<file path="src/rtl/serial_adder_pkg.sv">
// serial_adder_pkg: shared state encoding, default width and counter sizing
package serial_adder_pkg;
  typedef enum logic [1:0] {IDLE = 2'd0, SHIFT = 2'd1, DONE = 2'd2} state_t;
  localparam int DEF_WIDTH = 8;
  function automatic int cnt_w(input int w);
    return $clog2(w + 1);
  endfunction
endpackage

</file>
<file path="src/rtl/serial_adder_if.sv">
// serial_adder_if: request/result bundle of the serial adder; ovf exists only with SERIAL_ADDER_OVF_EN
interface serial_adder_if #(parameter int WIDTH = serial_adder_pkg::DEF_WIDTH);
  logic             start;
  logic [WIDTH-1:0] a;
  logic [WIDTH-1:0] b;
  logic             cin;
  logic             busy;
  logic             done;
  logic [WIDTH-1:0] sum;
  logic             cout;
`ifdef SERIAL_ADDER_OVF_EN
  logic             ovf;
  modport master (output start, a, b, cin, input busy, done, sum, cout, ovf);
  modport slave  (input start, a, b, cin, output busy, done, sum, cout, ovf);
`else
  modport master (output start, a, b, cin, input busy, done, sum, cout);
  modport slave  (input start, a, b, cin, output busy, done, sum, cout);
`endif
endinterface

</file>
<file path="src/rtl/fulladder.sv">
// fulladder: combinational one-bit full adder cell
module fulladder (
  input  logic a,
  input  logic b,
  input  logic cin,
  output logic sum,
  output logic cout
);
  assign sum  = a ^ b ^ cin;
  assign cout = (a & b) | (cin & (a ^ b));
endmodule

</file>
<file path="src/rtl/serial_adder.sv">
// serial_adder: LSB-first bit-serial adder sharing one fulladder over WIDTH cycles.
// Define SERIAL_ADDER_OVF_EN to add the registered signed-overflow output ovf.
module serial_adder import serial_adder_pkg::*; #(
  parameter int WIDTH = DEF_WIDTH
) (
  input  logic          clk,
  input  logic          rst_n,
  serial_adder_if.slave bus
);
  localparam int CW = cnt_w(WIDTH);
  state_t           r_state, w_state_nxt;
  logic [WIDTH-1:0] r_a, r_b, r_res, r_sum, w_res_nxt;
  logic [CW-1:0]    r_cnt;
  logic             r_carry, r_cout, r_busy, r_done;
  logic             w_s, w_co, w_accept, w_last;
  fulladder u_fa (.a(r_a[0]), .b(r_b[0]), .cin(r_carry), .sum(w_s), .cout(w_co));
  always_comb begin
    w_accept    = (r_state != SHIFT) && bus.start;
    w_last      = (r_state == SHIFT) && (r_cnt == CW'(WIDTH - 1));
    w_state_nxt = w_accept ? SHIFT : w_last ? DONE : (r_state == SHIFT) ? SHIFT : IDLE;
    w_res_nxt   = {w_s, {(WIDTH-1){1'b0}}} | (r_res >> 1);
  end
  always_ff @(posedge clk or negedge rst_n) begin
    if (!rst_n) begin
      r_state <= IDLE;
      r_a     <= '0;
      r_b     <= '0;
      r_res   <= '0;
      r_sum   <= '0;
      r_cnt   <= '0;
      r_carry <= 1'b0;
      r_cout  <= 1'b0;
      r_busy  <= 1'b0;
      r_done  <= 1'b0;
    end else begin
      r_state <= w_state_nxt;
      r_busy  <= w_state_nxt == SHIFT;
      r_done  <= w_state_nxt == DONE;
      if (w_accept) begin
        r_a     <= bus.a;
        r_b     <= bus.b;
        r_carry <= bus.cin;
        r_cnt   <= '0;
      end else if (r_state == SHIFT) begin
        r_a     <= r_a >> 1;
        r_b     <= r_b >> 1;
        r_carry <= w_co;
        r_cnt   <= r_cnt + 1'b1;
        r_res   <= w_res_nxt;
      end
      if (w_last) begin
        r_sum  <= w_res_nxt;
        r_cout <= w_co;
      end
    end
  end
`ifdef SERIAL_ADDER_OVF_EN
  logic r_ovf;
  // on the last bit the cell's carry-in is the carry into the MSB
  always_ff @(posedge clk or negedge rst_n) begin
    if (!rst_n) r_ovf <= 1'b0;
    else if (w_last) r_ovf <= r_carry ^ w_co;
  end
  assign bus.ovf = r_ovf;
`endif
  assign bus.busy = r_busy;
  assign bus.done = r_done;
  assign bus.sum  = r_sum;
  assign bus.cout = r_cout;
endmodule

</file>
<file path="src/flat_wrapper.sv">
// flat-port wrapper written by rule: the top's interface ports become plain ports
module serial_adder_flat import serial_adder_pkg::*;
#(
  parameter int WIDTH = DEF_WIDTH
)
  (clk, rst_n, bus_start, bus_a, bus_b, bus_cin, bus_busy, bus_done, bus_sum, bus_cout);
  serial_adder_if #(.WIDTH(WIDTH)) bus_i ();
  input  logic clk;
  input  logic rst_n;
  input wire logic [$bits(bus_i.start)-1:0] bus_start;
  input wire logic [$bits(bus_i.a)-1:0] bus_a;
  input wire logic [$bits(bus_i.b)-1:0] bus_b;
  input wire logic [$bits(bus_i.cin)-1:0] bus_cin;
  output wire logic [$bits(bus_i.busy)-1:0] bus_busy;
  output wire logic [$bits(bus_i.done)-1:0] bus_done;
  output wire logic [$bits(bus_i.sum)-1:0] bus_sum;
  output wire logic [$bits(bus_i.cout)-1:0] bus_cout;
  assign bus_i.start = bus_start;
  assign bus_i.a = bus_a;
  assign bus_i.b = bus_b;
  assign bus_i.cin = bus_cin;
  assign bus_busy = bus_i.busy;
  assign bus_done = bus_i.done;
  assign bus_sum = bus_i.sum;
  assign bus_cout = bus_i.cout;
  serial_adder #(.WIDTH(WIDTH)) u_core (.clk(clk), .rst_n(rst_n), .bus(bus_i));
endmodule
</file>
<file path="config.mk">
export PLATFORM = sky130hd
export DESIGN_NAME = serial_adder_flat
export DESIGN_NICKNAME = d
export VERILOG_FILES = /design/src/rtl/serial_adder_pkg.sv /design/src/rtl/serial_adder_if.sv /design/src/rtl/fulladder.sv /design/src/rtl/serial_adder.sv /design/src/flat_wrapper.sv
export SDC_FILE = /design/constraint.sdc
export NUM_CORES = 1
export LEC_CHECK = 0
export CAP_MARGIN = 20
export CORE_MARGIN = 2
export CORE_UTILIZATION = 35
export CTS_BUF_LIST = sky130_fd_sc_hd__clkbuf_16
export CTS_CLUSTER_DIAMETER = 80
export DETAILED_ROUTE_END_ITERATION = 16
export DONT_BUFFER_PORTS = 1
export GPL_TIMING_DRIVEN = 0
export PLACE_DENSITY = 0.54
export SKIP_CTS_REPAIR_TIMING = 1
export SLEW_MARGIN = 10
export SYNTH_ARGS = -nofsm -noshare
export SYNTH_HDL_FRONTEND = slang
export SYNTH_HIERARCHICAL = 1
export SYNTH_SLANG_ARGS = --single-unit
</file>
<file path="constraint.sdc">
create_clock -name clk -period 3.4 [get_ports clk]
set_input_delay 0.34 -clock clk [delete_from_list [all_inputs] [get_ports clk]]
set_output_delay 0.34 -clock clk [all_outputs]
set_load 0.02 [all_outputs]
</file>
# Word level (Yosys, flattened, before mapping)
# Cells that the tools add are included.
dict set report totals {
  elab_cells 38
  input_bits 20
  out_inout_bits 11
  register_bits 42
}
dict set report op_classes {
  addsub 1
  n_mux 11
  n_bitwise 7
  n_eq_ne 5
  n_reduce_logical 4
}
# operator n
set op_table {}
lappend op_table {{2-to-1 mux 8 bit} 4}
lappend op_table {{2-to-1 mux 4 bit} 2}
lappend op_table {{OR 8 x 7 -> 8 bit} 1}
lappend op_table {{adder 4 x 1 -> 4 bit, second input constant} 1}
lappend op_table {{== test 2 x 1 -> 1 bit, second input constant} 2}
lappend op_table {{== test 4 x 3 -> 1 bit, second input constant} 1}
lappend op_table {{2-to-1 mux 2 bit} 2}
lappend op_table {{2-to-1 mux 1 bit} 3}
lappend op_table {{AND 1 bit} 2}
lappend op_table {{== test 2 bit, second input constant} 1}
lappend op_table {{logical AND 1 bit} 2}
lappend op_table {{!= test 2 x 1 -> 1 bit, second input constant} 1}
lappend op_table {{AND reduction 2 bit} 1}
lappend op_table {{nonzero test 2 bit} 1}
lappend op_table {{XOR 1 bit} 2}
lappend op_table {{NOT 1 bit} 1}
lappend op_table {{OR 1 bit} 1}

# Logic depth before layout (Yosys ltp)
dict set report logic_depth {
  depth_word 5
  ltp_mapped 5
}

# By module
# The synthesis kept the hierarchy.
# mod seq_area_each_um2 cells_per_inst area_each_um2 n_inst
set modules_own_cells {}
lappend modules_own_cells {serial_adder 1001.0 129 1717.9 1}
lappend modules_own_cells {fulladder 0.0 1 20.0 1}

# Worst setup path after synthesis
# No wires, ideal clock.
dict set report synth_timing {
  kind {reg2reg}
  from {reg u_core/bus.busy (netlist name)}
  to {reg u_core.r_cout (netlist: u_core/bus.cout)}
  period_less_slack_ns 1.411
  setup_slack_ns 1.989
  setup_time_ns 0.125
  path_stages_with_launch 5
  n_path_buf 1
  t_required_ns 3.275
  t_arrival_ns 1.286
  path_cell_list {dfrtp_1 > nor2b_4 > and4b_4 > buf_12 > mux2_4}
}
# item line
set synth_rtl {}
lappend synth_rtl {{end signal, assigned} serial_adder.sv:53} ;# r_cout <= w_co;
lappend synth_rtl {{end, declared} serial_adder.sv:14} ;# logic r_carry, r_cout, r_busy, r_done;

==> results.md <==
- Hold EP: u_core/r_b[7]$_DFFE_PN0P_
- Area post-placement: 0.00182 mm²
- CP endpoint kind: register
- P&R area growth vs syn: 14.2%
- Final Skew: 0.00209 ns
- Final Hold Viols: 0
- GP Congestion: ~0.68
- Pre-Repair DR Iteration Count: 4
- Final Cycle Share: 44.5%
- Die area: 0.00555 mm²
- Crit path kind: reg2reg
- Synthesized area: 0.00174 mm²
- Final wirelength: 2.99 mm
- Commonest non-fill, non-tap cell in the layout: dfrtp_1
- Global route total overflow: 0
- Setup Total Neg Slack: 0 ns
- WHS Path Cells: 2
- GRT Util Overall: between 10 and 15%
- Post-synth top area cell: dfrtp_1
- Die width: 74.5 µm
- FF-to-FF setup slack: roughly 1.9 ns
- Routed vias/inst: 4.75
- First-pass GRT wire length: 4.95 mm
- Fin area: 0.00198 mm²
- Synth Instances: 130
- Worst Tran Pin Value: 0.417 ns
- Max H-tree Level: 2
- Hold wc startpoint: bus_b[7]
- Detailed Place HPWL: 2.06 mm
- Critical path data arrival time: between 1.5 and 2 ns
- Routed Antenna Nets: 0
- Worst-Skew Late Latency: 0.27 ns
- CTS sink cnt: 40
- Die Ht: 74.5 µm
- CP startpoint kind: register
- Static Leak: around 0.93 nW
- Max-Cap Viols: 0
- Initial core utilization: 36.6%
- Worst reg-to-reg path cell count: 4
- Initial drt markers: 43
- Period minus WS final: between 1.5 and 2 ns
- DR DRC count: 0
- Synth Warn #: 6
- F_max: 661 MHz
- Worst EP required: between 3 and 4 ns
- DR WL/cell: 14.7 µm
- Most frequent cells in the layout: 40 x dfrtp_1, 18 x mux2i_1, 17 x nand2_1
- Syn Nets: 152
- Sequential fraction of the synthesis area: 57.6%
- Critical R2R Launch: u_core/bus.busy$_DFF_PN0_
- Outcome: complete, no violations
- CTS tree: built
- Fin. max-slew vios: 0
- Vias in the first global route: 1025
- Yosys reg bits: 40
- Hold Path Class: in2reg
- Initial antenna violation count: 0
- Max VDD drop: roughly 0.00035 V
- Post-synth cell types: 21
- Syn avg cell area: 13.4 µm²
- RSZ-0062 raised after global routing: false
- Num CTS Buffers: 5
- Crit path max fanout: 10
- Power Density: ~950 mW/mm²
- Via Count: a little under 1k
- Inst Count DP: 197
- Buffers on Ports: 0
- Ant diodes: 0
- Worst slew margin: 72.2%
- Largest buffer count on any clock path: 2
- Clock Pin Slew Worst Setup and Hold Paths: ~0.05 ns
- I/O pin total: 31
- RR Endpoint: u_core/bus.sum[7]$_DFFE_PN0N_
- Synth top area share: 57.6%
- Top cells by area, synth: dfrtp_1 58%, mux2i_1 10%, mux2_4 7.8%, mux2_2 5.8%, o21ai_0 4.6%
- Layout Nets: around 160
- Final setup vio count: 0
- Rows: 25
- Finished Layout Cells: 204
- Share of cells above drive strength 1: 24.1%
- CORE AREA: around 0.0048 mm²
- Clock root buffer: clkbuf_16
- Largest net degree at the start of global routing: 41
- Post-Route Utilization: a little over two fifths
-- metal layers --
layer	vias up	routed length (µm)	GRT usage, %
met3	2	193	6.91
met4	0	23	4.17
met5	-	0	0
li1	462	-	-
met2	27	1450	19.9
met1	477	1330	14.0
-- power by group --
group,switching [mW],internal (mW),leakage (nW),total [mW]
clock,0.152,0.258,0.0616,0.410
sequential,0.206,0.688,0.511,0.894
combinational,0.258,0.329,0.359,0.587
-- how the worst max path moves through the flow --
stage	from	endpoint	slack, ns	cells after the start
6_report	u_core/bus.busy$_DFF_PN0_	u_core/bus.sum[7]$_DFFE_PN0N_	1.89	4
5_1_grt	u_core/bus.busy$_DFF_PN0_	u_core/bus.cout$_DFFE_PN0N_	1.84	4
4_1_cts	u_core/bus.busy$_DFF_PN0_	u_core/bus.sum[7]$_DFFE_PN0N_	1.88	4
3_5_place_dp	u_core/bus.busy$_DFF_PN0_	u_core/bus.sum[7]$_DFFE_PN0N_	1.88	4
3_3_place_gp	u_core/bus.busy$_DFF_PN0_	u_core/bus.sum[7]$_DFFE_PN0N_	1.90	4
2_1_floorplan	u_core/bus.busy$_DFF_PN0_	u_core/bus.cout$_DFFE_PN0N_	1.99	4
-- synthesized netlist by cell type --
| library cell | count |
|---|---|
| buf_6 | 1 |
| nand3_1 | 1 |
| a22o_1 | 1 |
| dfrtp_1 | 40 |
| ha_1 | 1 |
| clkbuf_1 | 1 |
| buf_12 | 1 |
| nand2b_1 | 1 |
| mux2_4 | 9 |
| mux2i_1 | 18 |
| nor2_1 | 4 |
| fa_1 | 1 |
| mux2_2 | 9 |
| o21ai_0 | 16 |
| buf_4 | 1 |
| nand2_1 | 17 |
| xnor2_1 | 1 |
| buf_2 | 4 |
| and4b_4 | 1 |
| and4b_1 | 1 |
| nor2b_4 | 1 |
-- worst max-delay path, stage by stage (launching register included) --
cell	delay [ns]
dfrtp_1	0.47
nor2b_4	0.21
and4b_4	0.27
buf_12	0.15
mux2_4	0.30
-- area by class of cell --
type / count / area [µm²]
flip-flops and latches: 40 / 1000
plain buffers: 8 / 62.6
clock buffers: 5 / 125
well taps: 67 / 83.8
fillers: 456 / 2770
multi-input cells: 82 / 674
repair buffers: 2 / 37.5
-- through the flow --
stage | setup slack, ns | power (mW) | hold slack [ns]
final | 1.89 | 1.89 | 0.230
after floorplan | 1.99 | 1.36 | 0.0444
after global routing | 1.84 | 2.04 | 0.239
after CTS | 1.88 | 1.91 | -0.248
after detailed placement | 1.88 | 1.49 | 0.0454
after global placement | 1.90 | 1.47 | 0.0456
-- sequential cells by signal, summed over array words and instances, names as in the netlist --
signal and count:
u_core/r_res 7, u_core/r_state 1, u_core/r_a 8, u_core/bus.done 1, u_core/bus.busy 1, u_core/bus.cout 1
u_core/r_carry 1, u_core/r_b 8, u_core/r_cnt 4, u_core/bus.sum 8
-- cell families (layout without fill, tap and decap cells) --
logic type / count (synthesis) / after routing / synth area share [%]
mux: 36 / 36 / 24.0
flops: 40 / 40 / 57.6
compound gates: 17 / 17 / 5.11
xor+xnor: 1 / 1 / 0.504
fa+ha+maj: 2 / 2 / 1.87
simple gates: 26 / 26 / 7.34
buf+inv: 8 / 15 / 3.60
Note: power is estimated with default switching activity, not from simulation.
